## src/rtl/rr_hold_arbiter.sv

```systemverilog
// Registered round-robin arbiter with hold-until-release grants and a hold-time watchdog.
// A grant is kept until done, the holder drops its request, or it is held for MAX_HOLD cycles.
module rr_hold_arbiter #(
    parameter int N        = 4,
    parameter int MAX_HOLD = 16,
    localparam int IDW     = (N > 1) ? $clog2(N) : 1
) (
    input  logic           clk,
    input  logic           rst,
    input  logic [N-1:0]   req,
    input  logic           done,
    output logic [N-1:0]   grant,
    output logic [IDW-1:0] grant_id,
    output logic           busy,
    output logic           timeout_err,
    output logic [IDW-1:0] err_id
);

    localparam int HCW = $clog2(MAX_HOLD + 2);

    typedef enum logic {IDLE = 1'b0, GRANT = 1'b1} state_t;

    state_t           state_q, state_d;
    logic [N-1:0]     grant_q, grant_d;
    logic [IDW-1:0]   grant_id_q, grant_id_d;
    logic [IDW-1:0]   ptr_q, ptr_d;
    logic [HCW-1:0]   hold_cnt_q, hold_cnt_d;
    logic             timeout_err_q, timeout_err_d;
    logic [IDW-1:0]   err_id_q, err_id_d;

    logic             holder_req;
    logic             timeout_hit;
    logic             release_evt;
    logic [IDW-1:0]   next_ptr;
    logic [IDW-1:0]   arb_base;
    logic [N-1:0]     arb_cand;
    logic             arb_go;
    logic             arb_found;
    logic [IDW-1:0]   arb_id;

    always_ff @(posedge clk) begin
        if (!rst) begin
            state_q       <= IDLE;
            grant_q       <= '0;
            grant_id_q    <= '0;
            ptr_q         <= '0;
            hold_cnt_q    <= '0;
            timeout_err_q <= 1'b0;
            err_id_q      <= '0;
        end else begin
            state_q       <= state_d;
            grant_q       <= grant_d;
            grant_id_q    <= grant_id_d;
            ptr_q         <= ptr_d;
            hold_cnt_q    <= hold_cnt_d;
            timeout_err_q <= timeout_err_d;
            err_id_q      <= err_id_d;
        end
    end

    // Release detection; done takes precedence over the watchdog.
    always_comb begin
        holder_req  = req[grant_id_q];
        timeout_hit = (state_q == GRANT) && (MAX_HOLD != 0) &&
                      (hold_cnt_q == HCW'(MAX_HOLD)) && !done;
        release_evt = (state_q == GRANT) && (done || !holder_req || timeout_hit);
        next_ptr    = (grant_id_q == IDW'(N - 1)) ? '0 : grant_id_q + IDW'(1);
        arb_base    = release_evt ? next_ptr : ptr_q;
        // A holder forcibly released by the watchdog sits out the same-cycle re-arbitration.
        arb_cand    = req & ~((release_evt && timeout_hit) ? grant_q : '0);
        arb_go      = (state_q == IDLE) || release_evt;
    end

    always_comb begin
        arb_found = 1'b0;
        arb_id    = '0;
        for (int i = 0; i < N; i++) begin
            if (!arb_found && arb_cand[(int'(arb_base) + i) % N]) begin
                arb_found = 1'b1;
                arb_id    = IDW'((int'(arb_base) + i) % N);
            end
        end
    end

    always_comb begin
        state_d = state_q;
        case (state_q)
            IDLE:    if (arb_found) state_d = GRANT;
            GRANT:   if (release_evt && !arb_found) state_d = IDLE;
            default: state_d = IDLE;
        endcase
    end

    always_comb begin
        grant_d       = grant_q;
        grant_id_d    = grant_id_q;
        ptr_d         = ptr_q;
        hold_cnt_d    = hold_cnt_q;
        timeout_err_d = 1'b0;
        err_id_d      = err_id_q;

        if (arb_go && arb_found) begin
            grant_d    = N'(1) << arb_id;
            grant_id_d = arb_id;
            hold_cnt_d = HCW'(1);
        end else if (release_evt) begin
            grant_d    = '0;
            grant_id_d = '0;
            hold_cnt_d = '0;
        end else if ((state_q == GRANT) && (MAX_HOLD != 0) &&
                     (hold_cnt_q != HCW'(MAX_HOLD))) begin
            hold_cnt_d = hold_cnt_q + HCW'(1);
        end

        if (release_evt) ptr_d = next_ptr;

        if (release_evt && timeout_hit) begin
            timeout_err_d = 1'b1;
            err_id_d      = grant_id_q;
        end
    end

    assign grant       = grant_q;
    assign grant_id    = grant_id_q;
    assign busy        = |grant_q;
    assign timeout_err = timeout_err_q;
    assign err_id      = err_id_q;

endmodule

```

## config.mk

```make
export PLATFORM = sky130hd
export DESIGN_NAME = rr_hold_arbiter
export DESIGN_NICKNAME = d
export VERILOG_FILES = /design/src/rtl/rr_hold_arbiter.sv
export SDC_FILE = /design/constraint.sdc
export NUM_CORES = 1
export LEC_CHECK = 0
export CAP_MARGIN = 20
export CORE_MARGIN = 2
export CORE_UTILIZATION = 30
export CTS_BUF_LIST = sky130_fd_sc_hd__clkbuf_4 sky130_fd_sc_hd__clkbuf_8
export CTS_CLUSTER_DIAMETER = 40
export DETAILED_ROUTE_END_ITERATION = 10
export PLACE_DENSITY = 0.57
export REMOVE_ABC_BUFFERS = 1
export SLEW_MARGIN = 10
export SYNTH_ARGS = -nofsm -noshare
export SYNTH_HDL_FRONTEND = slang
export SYNTH_SLANG_ARGS = --single-unit
```

## constraint.sdc

```tcl
create_clock -name clk -period 2.5 [get_ports clk]
set_input_delay 0.375 -clock clk [delete_from_list [all_inputs] [get_ports clk]]
set_output_delay 0.375 -clock clk [all_outputs]
set_load 0.02 [all_outputs]
```

==> reports/metrics.cfg <==
[power_and_ir_drop]
power_density_mw_per_mm2 = 555.9
ir_drop_mv = 0.3218
power_frac_comb_pct = 40.4
power_uw = 811.7
p_sw_uw = 279.1
p_leak_uw = 0.0005589
power_frac_clock_pct = 20.3
switching_share_pct = 34.38
p_int_uw = 532.6
pwr-share-seq_pct = 39.3

[global_route]
grt_overflow_total = 0
grt_start_max_net_pins = 11
grt_pass1_vias = 1063
antenna_found_initial = 0
grt_pass1_wl_um = 4871
grtUsageTotal_pct = 15.53

[logic_synthesis]
yosysWarnings = 0
avgSynthCellArea_sq_um = 9.373
synthFlopType = dfxtp_1
seq_area_frac_synth_pct = 33.01
synth.most_common_cell = dfxtp_1
syn-cell-area_sq_mm = 0.001031
synth_cell_types = 44
synthTopCellsByArea = dfxtp_1 (33%), ha_1 (3.6%), nand2_1 (3.6%)
synth_top_area_share_pct = 33.01
synth_common_cells = dfxtp_1 (17), nand2_1 (10), nor2_1 (10)
async_flop_share_pct = 0
synth-edff-count = 0
synth_seq_cells = 17
netlist_instances = 110
yosysTopAreaCell = dfxtp_1

[setup_path]
endpoint_kind = flip-flop
slowest_delay_ps = 530
path_max_fanout = 5
cp.required_ps = 2740
timing.reg2reg.setup_slack_ps = 40
r2r_cells = 6
reg2reg_from = grant_id[0]
criticalPathCategory = flip-flop to flip-flop
r2r_end = grant[1]
arrival_ps = 2700
cp-start-kind = flip-flop
cp_cell_sequence = mux4_2 -> a31oi_4 -> mux2i_4 -> a311oi_2 -> a2111oi_4 -> a32o_1
cp_slowest_cell = mux4_2

[hold_path]
min_to = hold_cnt_q[1]
hold_path_depth = 2
hold_path_class = flip-flop to flip-flop
min_from = hold_cnt_q[1]

[final_layout]
drive_above_1_share_pct = 29.73
antenna_cells = 0
syn_to_final_growth_pct = 41.63
final_nets = 159
finalInstanceArea_sq_mm = 0.001460
final_util_pct = 44.10

[timing]
clock.fmax_mhz = 406.7
rsz0062_at_grt = yes
worst_pin_slew_ps = 608.7
hold_ws_ps = 498.1
slew_headroom_pct = 59.05
setup_slack_ps = 41.00
skew_ps = 3.905
final-setup-viol-count = 0
drv_slew = 0
min_period_ps = 2459
hold_viol_final = 0
fin_crit_sh_pct = 98.36

[clock_tree]
tritoncts = done
root_buffer = clkbuf_4
cts_sinks = 17
cts_buffer_depth = 2
h-tree-depth = 1
cts-buffers-inserted = 3
cts.reportedPaths.clkPinSlew_ps = 110
clock_latency_ps = 290

[routing]
dr.pass1.iters = 4
detail-route-antenna-nets = 0
wl_per_cell_um = 14.96
vias = 1010
drcViolationCount = 0
via_per_inst = 5.206
routed_wl_um = 2902
drtIter0Drc = 21

[die]
die_x_um = 62.62
die_y_um = 62.62
core_area_sq_mm = 0.003311
io_pins = 17
initial_core_util_pct = 31.14
die_area_sq_mm = 0.003921
rows = 21

[placed_design]
portBuffers = 16
placed_cell_area_sq_mm = 0.001369
pre_cts_ws_ps = -441.8
gp_congestion = 0.8515
dp_hpwl_um = 2123

[flow_run]
cap_viol_max_count = 0

[run_status]
status = complete, no violations

repair_timing:
action | in CTS | in global routing
hold buffers | 0 | 0
setup endpoints to repair | 6 | 10
buffers inserted | 2 | 1
pin swaps | 3 | 6
gates resized for setup | 4 | 12
layout by cell type (no fill, tap or decap), types with 3 or more instances in the layout:
| cell | synthesis | routed |
|---|---|---|
| buf_4 | 0 | 22 |
| dfxtp_1 | 17 | 15 |
| clkdlybuf4s50_1 | 0 | 12 |
| nand2_1 | 10 | 10 |
| nor2_1 | 10 | 10 |
| inv_1 | 6 | 6 |
| and2_1 | 5 | 5 |
| nand3_1 | 5 | 5 |
| clkbuf_4 | 0 | 4 |
| o31ai_1 | 4 | 3 |
| nand4_1 | 3 | 3 |
| a21oi_1 | 3 | 3 |
| xor2_1 | 3 | 3 |
area by class of cell:
class	count	area, sq um
flip-flops and latches	17	342.8
well taps	46	57.56
fillers	344	1851
inverters	6	22.52
multi-input cells	83	679.4
repair buffers	38	327.8
clock buffers	4	30.03
worst max-delay path, delay by kind of cell (launching register included):
| family | cells | cell delay (ps) |
|---|---|---|
| flops | 1 | 350 |
| compound gates | 4 | 1180 |
| mux | 2 | 870 |
per-layer routing:
metal / track usage, % / wire length (um)
met1: 20.07 / 1429
met3: 3.243 / 95
met5: 0 / 0
met2: 25.81 / 1354
met4: 5.000 / 23
logic make-up after synthesis:
| logic type | synth area share, % |
|---|---|
| and+or+nand+nor | 23.91 |
| AOI/OAI and AO/OA | 24.39 |
| DFF | 33.01 |
| buffers and inverters | 5.097 |
| muxes | 6.553 |
| xor gates and xnor gates | 3.399 |
| adders and majority gates | 3.641 |
through the flow:
stage,setup TNS [ps],std cells
after floorplan,-656.1,106
after global placement,-2175,188
after detailed placement,-2440,188
after CTS,0,193
after global routing,-143.4,194
final,0,194
power groups by stage:
stage | sequential (uW) | clock [uW] | combinational (uW)
3_3_place_gp | 323 | 0 | 292
5_1_grt | 324 | 184 | 352
2_1_floorplan | 339 | 0 | 145
4_1_cts | 317 | 171 | 302
6_report | 319 | 165 | 328
3_5_place_dp | 323 | 0 | 294
how the worst max path moves through the flow:
stage                     cells after the start  endpoint        start
after floorplan                               6  grant[3]  grant_id[0]
after global placement                        7  grant[3]       req[3]
after detailed placement                      7  grant[3]       req[3]
after CTS                                     7  grant[1]       req[0]
after global routing                          6  grant[1]  grant_id[0]
final                                         6  grant[1]  grant_id[0]
state kept, by name (all words and copies together) (netlist names):
name,cells
err_id,2
grant,4
grant_id,2
hold_cnt_q,5
ptr_q,2
state_q,1
timeout_err,1
Note: power is estimated with default switching activity, not from simulation.
